### src/rtl/addsub_seq.sv
// Chunked two's-complement add/sub: CHUNK bits per clock, result and flags registered with done, NCHUNK+1 cycles after start.
// start is ignored while busy; define ADDSUB_SEQ_SATURATE_EN to clamp z on signed overflow.
module addsub_seq #(
  parameter int WIDTH = 8,
  parameter int CHUNK = 4
) (
  input  logic             i_clk,
  input  logic             i_rst,
  input  logic             i_start,
  input  logic             i_sub,
  input  logic             i_ci,
  input  logic [WIDTH-1:0] i_a,
  input  logic [WIDTH-1:0] i_b,
  output logic [WIDTH-1:0] o_z,
  output logic             o_co,
  output logic             o_oflow,
  output logic             o_zero,
  output logic             o_neg,
  output logic             o_busy,
  output logic             o_done
);
  localparam int NCHUNK = WIDTH / CHUNK;
  localparam int IDXW   = (NCHUNK > 1) ? $clog2(NCHUNK) : 1;

  typedef enum logic [1:0] {S_IDLE, S_RUN, S_DONE} state_t;

  state_t           r_state, w_state_nxt;
  logic [WIDTH-1:0] r_a, r_b, r_sum;
  logic             r_carry;
  logic [IDXW-1:0]  r_idx;
  logic [WIDTH-1:0] r_z;
  logic             r_co, r_oflow, r_zero, r_neg;

  logic             w_accept, w_last, w_oflow;
  logic [CHUNK:0]   w_chunk;
  logic [WIDTH-1:0] w_sum_nxt, w_z_final;

  assign w_accept = i_start && (r_state != S_RUN);
  assign w_last   = (r_state == S_RUN) && (r_idx == IDXW'(NCHUNK - 1));

  // Operands shift right each cycle, so the low chunk is always the one being added.
  assign w_chunk   = {1'b0, r_a[CHUNK-1:0]} + {1'b0, r_b[CHUNK-1:0]} + {{CHUNK{1'b0}}, r_carry};
  assign w_sum_nxt = WIDTH'({w_chunk[CHUNK-1:0], r_sum} >> CHUNK);
  assign w_oflow   = (r_a[CHUNK-1] == r_b[CHUNK-1]) && (w_chunk[CHUNK-1] != r_a[CHUNK-1]);

`ifdef ADDSUB_SEQ_SATURATE_EN
  assign w_z_final = w_oflow ? {r_a[CHUNK-1], {(WIDTH-1){~r_a[CHUNK-1]}}} : w_sum_nxt;
`else
  assign w_z_final = w_sum_nxt;
`endif

  always_ff @(posedge i_clk) begin
    if (i_rst) r_state <= S_IDLE;
    else       r_state <= w_state_nxt;
  end

  always_comb begin
    w_state_nxt = r_state;
    case (r_state)
      S_IDLE:  if (i_start) w_state_nxt = S_RUN;
      S_RUN:   if (w_last) w_state_nxt = S_DONE;
      S_DONE:  w_state_nxt = i_start ? S_RUN : S_IDLE;
      default: w_state_nxt = S_IDLE;
    endcase
  end

  always_comb begin
    o_busy = 1'b0;
    o_done = 1'b0;
    case (r_state)
      S_RUN:   o_busy = 1'b1;
      S_DONE:  o_done = 1'b1;
      default: ;
    endcase
  end

  always_ff @(posedge i_clk) begin
    if (i_rst) begin
      r_a     <= '0;
      r_b     <= '0;
      r_sum   <= '0;
      r_carry <= 1'b0;
      r_idx   <= '0;
      r_z     <= '0;
      r_co    <= 1'b0;
      r_oflow <= 1'b0;
      r_zero  <= 1'b0;
      r_neg   <= 1'b0;
    end else if (w_accept) begin
      r_a     <= i_a;
      r_b     <= i_b ^ {WIDTH{i_sub}};
      r_carry <= i_sub ? ~i_ci : i_ci;
      r_idx   <= '0;
    end else if (r_state == S_RUN) begin
      r_a     <= r_a >> CHUNK;
      r_b     <= r_b >> CHUNK;
      r_carry <= w_chunk[CHUNK];
      r_sum   <= w_sum_nxt;
      r_idx   <= r_idx + IDXW'(1);
      if (w_last) begin
        r_z     <= w_z_final;
        r_co    <= w_chunk[CHUNK];
        r_oflow <= w_oflow;
        r_zero  <= (w_z_final == '0);
        r_neg   <= w_z_final[WIDTH-1];
      end
    end
  end

  assign o_z     = r_z;
  assign o_co    = r_co;
  assign o_oflow = r_oflow;
  assign o_zero  = r_zero;
  assign o_neg   = r_neg;
endmodule

### config.mk
export PLATFORM = sky130hd
export DESIGN_NAME = addsub_seq
export DESIGN_NICKNAME = d
export VERILOG_FILES = /design/src/rtl/addsub_seq.sv
export SDC_FILE = /design/constraint.sdc
export NUM_CORES = 1
export LEC_CHECK = 0
export ABC_AREA = 1
export BUFFER_PORTS_ARGS = -buffer_cell sky130_fd_sc_hd__clkbuf_2
export CAP_MARGIN = 40
export CORE_ASPECT_RATIO = 1.2
export CORE_MARGIN = 10
export CORE_UTILIZATION = 40
export DETAILED_ROUTE_END_ITERATION = 16
export PLACE_DENSITY_LB_ADDON = 0.2
export SYNTH_ARGS = -nofsm -noshare
export SYNTH_HDL_FRONTEND = slang
export SYNTH_SLANG_ARGS = --single-unit
### constraint.sdc
create_clock -name i_clk -period 2.3 [get_ports i_clk]
set_input_delay 0.345 -clock i_clk [delete_from_list [all_inputs] [get_ports i_clk]]
set_output_delay 0.345 -clock i_clk [all_outputs]
set_load 0.01 [all_outputs]
==> flow_summary_export.csv, run 1 <==
group,metric,value,unit
floorplan,start_util,41.3,%
synth,synth_warnings,0,
setup_path,reg2reg_depth,7,
layout,n_antenna_cell,0,
sta,min_period,1.79,ns
drt,drt-initial-drc-count,73,
synth,ys.flop_type,"dfxtp_1",
synth,synth_most_common_cell,"nand2_1",
synth,netlist_area,0.00163,mm2
placed_design,portBuffers,34,
sta,drv_slew,0,
global_routing,grt_first_pass_wirelength,6070,um
layout,final_util,47.3,%
sta,max_slew_margin,64.6,%
drt,vias,1368,
synth,synth_area_leaders,"dfxtp_1 (43%), nand2_1 (15%), nor2_1 (5.1%), a21oi_1 (4.6%), xor2_1 (4.3%)",
synth,yosys.area.top_type,"dfxtp_1",
sta,finalSetupViolCount,0,
floorplan,rows,25,
clocking,clk_pin_slew_worst_paths,0.06,ns
setup_path,crit_fanout,3,
global_routing,first_global_vias,1372,
clocking,clk_path_buf_depth,2,
pwr,ir_worst_vdd,0.384,mV
setup_path,critical_path_class,"flip-flop to flip-flop",
clocking,htree_levels,2,
floorplan,die_h,89.9,um
setup_path,crit_start,"r_a[0]",
setup_path,reg2reg_to,"o_zero",
synth,synth-async-reset-ratio,0,%
synth,ys_ff_latch,35,
floorplan,ios,35,
synth,synthCells,217,
sta,clock_skew,0.00412,ns
sta,fmax,0.558,GHz
placed_design,dp_hpwl,2550,um
setup_path,r2r_setup_slack,0.51,ns
synth,syn_avg_cell_area,7.50,um2
clocking,clk_latency,0.28,ns
placed_design,gp_congestion,0.803,
sta,hold_viol,0,
drt,wire_per_inst,11.5,um
global_routing,track_usage,10.3,%
synth,netlist.area_leader.share,43.1,%
drt,drc,0,
setup_path,r2r-start,"r_a[0]",
sta,rsz0062_at_grt,"false",
drt,routed_wl,3470,um
synth,syn_nets,243,
floorplan,dieWidth,78.2,um
sta,tightest_slew,0.531,ns
status,status,"completed",
layout,drive_above_1_share,19.3,%
setup_path,startpoint_type,"flip-flop",
synth,synth.distinct_cells,26,
synth,netlist_top_cells_count,"nand2_1 (67), dfxtp_1 (35), nor2_1 (22)",
clocking,hold_buffers,0,
sta,fin_ws,0.507,ns
synth,synth_edf_count,0,
clocking,cts_resized,0,
setup_path,crit_required,2.51,ns
pwr,p_leak,0.000917,uW
hold_path,hold_class,"primary input to flip-flop",
synth,synth-seq-area-share,43.1,%
clocking,clkSinkCount,35,
drt,via_per_inst,4.51,
global_routing,antenna_found_initial,0,
sta,tns,0,ns
sta,hold_slack,0.295,ns
run,drv_cap,0,
global_routing,grt.overflow.total,0,
clocking,root_buffer,"clkbuf_8",
setup_path,end_kind,"flip-flop",
global_routing,grt_max_degree,19,
drt,ant_nets,0,
pwr,p_per_area,670,mW/mm2
clocking,cts_buffers,5,
placed_design,pre_cts_ws,0.518,ns
pwr,p_total,1250,uW
layout,syn_to_final_growth,14.6,%
setup_path,crit_end,"o_zero",
clocking,cts_tree,"yes",
floorplan,floorplan.die_area,0.00703,mm2
clocking,post-cts-setup-buffers,0,
layout,fin_nets,276,
sta,period_share,78.0,%
drt,dr.pass1.iters,4,
setup_path,crit_arrival,2.00,ns
floorplan,core_area,0.00394,mm2
layout make-up:
class                           instances  area (um2)
Fill cell                             454        2080
Multi-Input combinational cell        152         764
Sequential cell                        35         701
Timing Repair Buffer                   35         178
Inverter                               21        81.3
Clock buffer                            6        72.6
Tap cell                               54        67.6
power by group:
group	total [uW]	internal, uW	leakage (uW)	switching [uW]
combinational	190	74.5	0.000594	115
clock	393	201	0.0000371	191
sequential	666	642	0.000286	23.5
total	1250	918	0.000917	330
per-layer routing:
layer | part of all wire (%) | GRT usage (%) | up-vias
li1 | - | - | 741
met2 | 44 | 16.4 | 38
met4 | 0.89 | 3.59 | 0
met1 | 46 | 11.3 | 587
met5 | 0 | 0 | -
met3 | 9.4 | 5.68 | 2
state kept, by name, summed over array words and instances (netlist names):
name / flops
o_oflow: 1
r_carry: 1
r_state: 2
o_zero: 1
o_co: 1
r_sum: 4
o_z: 8
r_idx: 1
r_b: 8
r_a: 8
critical path, stage by stage, from the launching register on:
cell	delay (ns)
dfxtp_1	0.33
fa_1	0.46
fa_1	0.48
nor2_1	0.10
nand3_1	0.09
nor2_1	0.10
nand2_1	0.06
a21oi_1	0.11
kinds of logic after synthesis:
kind of cell,Yosys count,share of synthesized area [%]
and+or+nand+nor,105,26.5
DFF,35,43.1
AOI/OAI and AO/OA,33,10.9
buffers and inverters,30,9.92
xor gates and xnor gates,9,4.85
adders and majority gates,5,4.77
through the flow:
step                      cells  area [um2]
after floorplan             217        1630
after global placement      297        1790
after detailed placement    297        1790
after CTS                   303        1860
after global routing        303        1860
final                       303        1860
cells in the final DEF, fill, tap and decap left out:
cell      count
inv_1        18
a31oi_1       4
o211ai_1      1
dfxtp_1      35
clkbuf_2     34
inv_4         1
xor2_1        8
nand2_4       1
o21a_1        1
clkbuf_1      1
xnor2_1       1
nor2_4        1
nand2_2       2
clkbuf_8      5
nor2_1       22
nand3_1      11
a21oi_1      15
o21ai_0      11
inv_2         2
nand2_1      67
a21o_1        1
fa_1          2
ha_1          3
buf_4         1
or2_2         1
worst min-delay path by stage:
stage	start	to	slack [ns]	cells past startpoint
finish	i_a[5]	r_a[5]	0.30	3
detailed placement	r_b[6]	r_b[6]	0.46	2
floorplan	r_a[4]	r_a[4]	0.44	2
global route	i_a[5]	r_a[5]	0.29	3
global placement	r_a[6]	r_a[6]	0.45	2
CTS	i_a[6]	r_a[6]	0.29	3
Power figures use the tool's default switching activity.
==> inputs of run 2 (changes only) <==
- clock period: 2.3 -> 1.64 ns (I/O delays scaled with it)
==> run 2 against run 1 <==
  * The run now ends with setup timing left
  * Wire length shrank 0.29%
  * Global-route usage shrank 0.12 points
  * Register-to-register slack lost 0.55 ns
  * Cell area grew 4.2%
  * Maximum frequency grew 6.7%
  * Clock-buffer cell count grew 2
  * Sequential cell count is the same
  * Power grew 52%
  * Critical path type unchanged
  * Highest routed layer unchanged
==> flow_summary_export.csv, run 2 (synthesis results as in run 1) <==
group,metric,value,unit
status,status,"finished with violations",
status,violations,"setup timing",
floorplan,ios,35,
clocking,clk_path_buf_depth,2,
floorplan,die_h,89.9,um
sta,fmax,0.595,GHz
clocking,root_buffer,"clkbuf_8",
sta,min_period,1.68,ns
layout,fin_nets,280,
floorplan,rows,25,
setup_path,crit_required,1.81,ns
drt,wire_per_inst,11.2,um
sta,fin_ws,-0.0409,ns
pwr,ir_worst_vdd,0.558,mV
setup_path,reg2reg_depth,6,
clocking,htree_levels,2,
global_routing,track_usage,10.2,%
layout,syn_to_final_growth,19.5,%
hold_path,hold_class,"primary input to flip-flop",
pwr,p_total,1890,uW
placed_design,portBuffers,34,
hold_path,hold_end,"r_a[6]",
setup_path,critical_path_class,"flip-flop to flip-flop",
clocking,clk_pin_slew_worst_paths,0.07,ns
layout,final_cell_mix,"nand2_1 (64), clkbuf_2 (34), dfxtp_1 (34)",
hold_path,hold_start,"i_a[6]",
run,drv_cap,0,
hold_path,min_path_cells,3,
placed_design,dp_hpwl,2530,um
setup_path,startpoint_type,"flip-flop",
global_routing,first_global_vias,1407,
pwr,p_leak,0.000949,uW
sta,tightest_slew,0.415,ns
setup_path,crit_fanout,2,
sta,period_share,102,%
sta,hold_viol,0,
setup_path,reg2reg_to,"r_sum[5]",
placed_design,gp_congestion,0.836,
layout,drive_above_1_share,24.3,%
floorplan,core_area,0.00394,mm2
layout,final_common_cell,"nand2_1",
floorplan,floorplan.die_area,0.00703,mm2
pwr,p_per_area,975,mW/mm2
setup_path,r2r-start,"r_carry",
drt,dr.pass1.iters,4,
clocking,cts_tree,"yes",
drt,via_per_inst,4.52,
clocking,clk_latency,0.27,ns
layout,n_antenna_cell,0,
drt,ant_nets,0,
global_routing,grt_max_degree,19,
sta,clock_skew,0.00361,ns
drt,drc,0,
global_routing,grt_first_pass_wirelength,6080,um
clocking,hold_buffers,0,
setup_path,r2r_setup_slack,-0.04,ns
setup_path,end_kind,"flip-flop",
drt,vias,1397,
placed_design,placed_area,0.00182,mm2
sta,max_slew_margin,72.3,%
sta,finalSetupViolCount,2,
global_routing,grt.overflow.total,0,
sta,rsz0062_at_grt,"true",
drt,routed_wl,3460,um
floorplan,dieWidth,78.2,um
global_routing,antenna_found_initial,0,
clocking,cts_buffers,5,
drt,drt-initial-drc-count,71,
layout,final_area,0.00194,mm2
clocking,clkSinkCount,35,
sta,drv_slew,0,
floorplan,start_util,41.3,%
setup_path,crit_arrival,1.85,ns
[run 2: per-stage QoR]
step	setup WS, ns	setup TNS [ns]	hold WS (ns)	instances	utilization, %
after floorplan	0.00394	0	0.393	217	-
after global placement	-0.0299	-0.0299	0.448	300	46.1
after detailed placement	-0.0520	-0.0909	0.455	300	46.1
after CTS	-0.0342	-0.0342	0.191	308	48.7
after global routing	-0.148	-0.535	0.202	309	49.3
final	-0.0409	-0.0714	0.201	309	49.3
[run 2: metal layers]
| metal | wire, um | global-route usage, % | up-vias |
|---|---|---|---|
| met5 | 0 | 0 | - |
| met4 | 14 | 3.14 | 0 |
| met3 | 189 | 3.69 | 2 |
| met2 | 1600 | 16.9 | 40 |
| met1 | 1660 | 11.9 | 600 |
| li1 | - | - | 755 |
[run 2: final cells by class]
type | instances | area (um2)
timing repair buffer | 39 | 211
inverter | 21 | 81.3
clock buffer | 8 | 100
fill | 425 | 2000
sequential | 35 | 702
tap | 54 | 67.6
multi-input combinational | 152 | 781
[run 2: critical path: stages (launching register included)]
cell,delay (ns)
dfxtp_2,0.33
fa_2,0.40
fa_2,0.42
buf_4,0.14
buf_6,0.10
o21ai_1,0.12
nor2_1,0.05
[run 2: worst max path at each step]
stage               slack, ns        to    start
floorplan               0.004    o_zero   r_a[0]
global placement        -0.03    o_zero   r_a[0]
detailed placement      -0.05    o_zero   r_a[0]
CTS                     -0.03    o_zero  r_carry
global route            -0.15    o_zero  r_carry
finish                  -0.04  r_sum[5]  r_carry
[run 2: repair_timing]
action / 4_1_cts / 5_1_grt
pin swaps: 1 / 2
resized for setup: 2 / 8
hold endpoints to repair: 0 / 0
endpoints found under the setup margin: 4 / 6
buffers inserted: 0 / 1
[run 2: power breakdown]
part	switching (uW)	internal (uW)	leakage [uW]	total [uW]
sequential	33.5	901	0.000286	934
combinational	171	126	0.000611	297
clock	281	383	0.0000515	664
==> inputs of run 3 (changes only) <==
- CTS_BUF_LIST: unset -> sky130_fd_sc_hd__clkbuf_4 sky130_fd_sc_hd__clkbuf_8 sky130_fd_sc_hd__clkbuf_16
==> run 3 against run 2 <==
  * The run still ends with setup timing left
  * Die area unchanged
  * Clock skew increased by 0.0030 ns
  * Cell area increased by 0.19%
  * Wire length about the same
  * First-iteration DRC count decreased by 1.4%
  * Global-route usage unchanged
  * Final cell count unchanged
  * Critical path type unchanged
  * Highest routed layer unchanged
==> flow_summary_export.csv, run 3 (synthesis results as in run 1) <==
group,metric,value,unit
layout,syn_to_final_growth,19.7,%
layout,drive_above_1_share,24.7,%
sta,max_slew_margin,72.5,%
setup_path,reg2reg_to,"r_sum[5]",
drt,wire_per_inst,11.2,um
floorplan,ios,35,
sta,tightest_slew,0.413,ns
hold_path,hold_class,"primary input to flip-flop",
status,violations,"setup timing",
placed_design,pre_cts_ws,-0.0520,ns
setup_path,cp_num_buf_inv,2,
clocking,cts_tree,"yes",
hold_path,hold_start,"i_a[6]",
setup_path,crit_fanout,2,
drt,routed_wl,3470,um
global_routing,grt_first_pass_wirelength,6080,um
global_routing,first_global_vias,1402,
clocking,clkSinkCount,35,
layout,final_common_cell,"nand2_1",
clocking,root_buffer,"clkbuf_8",
clocking,hold_buffers,0,
global_routing,track_usage,10.2,%
setup_path,crit_chain,"fa_2 > fa_2 > buf_4 > buf_6 > o21ai_1 > nor2_1",
sta,finalSetupViolCount,2,
clocking,cts_buffers,5,
placed_design,portBuffers,34,
run,drv_cap,0,
floorplan,dieWidth,78.2,um
hold_path,hold_end,"r_a[6]",
drt,drc,0,
setup_path,crit_family,"adder cells",
drt,ant_nets,0,
clocking,clk_latency,0.28,ns
setup_path,end_kind,"flip-flop",
pwr,p_per_area,984,mW/mm2
drt,via_per_inst,4.49,
setup_path,slowest_delay,0.42,ns
clocking,htree_levels,2,
sta,period_share,102,%
hold_path,min_path_cells,3,
setup_path,critical_path_class,"flip-flop to flip-flop",
sta,hold_viol,0,
global_routing,antenna_found_initial,0,
setup_path,r2r-start,"r_carry",
floorplan,start_util,41.3,%
setup_path,crit_arrival,1.85,ns
floorplan,core_area,0.00394,mm2
global_routing,grt.overflow.total,0,
floorplan,floorplan.die_area,0.00703,mm2
setup_path,startpoint_type,"flip-flop",
layout,n_antenna_cell,0,
placed_design,gp_congestion,0.836,
sta,min_period,1.68,ns
setup_path,cpMostUsedCell,"fa_2",
global_routing,grt_max_degree,19,
pwr,ir_worst_vdd,0.558,mV
setup_path,r2r_setup_slack,-0.04,ns
sta,rsz0062_at_grt,"true",
setup_path,crit_required,1.81,ns
drt,vias,1388,
sta,tns,-0.0655,ns
layout,fin_nets,280,
sta,fmax,0.595,GHz
floorplan,die_h,89.9,um
drt,dr.pass1.iters,4,
placed_design,dp_hpwl,2530,um
sta,clock_skew,0.00665,ns
sta,drv_slew,0,
pwr,p_leak,0.000953,uW
floorplan,rows,25,
sta,fin_ws,-0.0410,ns
setup_path,reg2reg_depth,6,
status,status,"finished with violations",
setup_path,slowest_stage,"fa_2",
layout,final_cell_mix,"nand2_1 (64), clkbuf_2 (34), dfxtp_1 (34)",
drt,drt-initial-drc-count,70,
clocking,clk_pin_slew_worst_paths,0.07,ns
clocking,clk_path_buf_depth,2,
run 3: cell counts in the layout (fill, tap and decap cells not counted):
Identical to the previous run, type by type.
run 3: how the worst max path moves through the flow:
stage / from / end / slack (ns) / depth (start not counted)
floorplan: r_a[0] / o_zero / 0.004 / 7
finish: r_carry / r_sum[5] / -0.04 / 6
detailed placement: r_a[0] / o_zero / -0.05 / 7
global placement: r_a[0] / o_zero / -0.03 / 7
CTS: r_carry / o_zero / -0.03 / 7
global route: r_carry / o_zero / -0.15 / 7
run 3: power breakdown:
group	internal [uW]	switching [uW]	leakage [uW]
registers	901	33.9	0.000286
logic	126	171	0.000611
clock network	400	285	0.0000549
total	1430	490	0.000953
run 3: worst reg2reg max path: cells and delay by family (launching register included):
family	cells	cell delay, ns
buf+inv	2	0.24
simple gates	1	0.05
fa+ha+maj	2	0.82
flops	1	0.33
compound gates	1	0.12
run 3: area by class of cell:
type / instances / area [um2]
Fill cell: 423 / 1990
Clock buffer: 8 / 104
Inverter: 21 / 81.3
Sequential cell: 35 / 702
Multi-Input combinational cell: 152 / 781
Timing Repair Buffer: 39 / 211
Tap cell: 54 / 67.6
run 3: per-layer routing:
metal | global-route usage (%) | wire (um)
met4 | 3.14 | 14
met5 | 0 | 0
met1 | 11.9 | 1680
met3 | 3.69 | 189
met2 | 16.8 | 1580
run 3: what timing repair did:
item | in CTS | in global routing
gates cloned | 0 | 0
resized for setup | 2 | 8
pin swaps | 1 | 2
buffers inserted | 0 | 1
setup endpoints to repair | 4 | 6
run 3: stage by stage:
step | utilization, % | instances | power (uW) | hold slack [ns] | cell area (um2)
CTS | 48.8 | 308 | 1920 | 0.191 | 1920
floorplan | - | 217 | 1160 | 0.393 | 1630
global placement | 46.1 | 300 | 1230 | 0.448 | 1820
global route | 49.4 | 309 | 2020 | 0.202 | 1950
detailed placement | 46.1 | 300 | 1230 | 0.455 | 1820
finish | 49.4 | 309 | 1920 | 0.201 | 1950
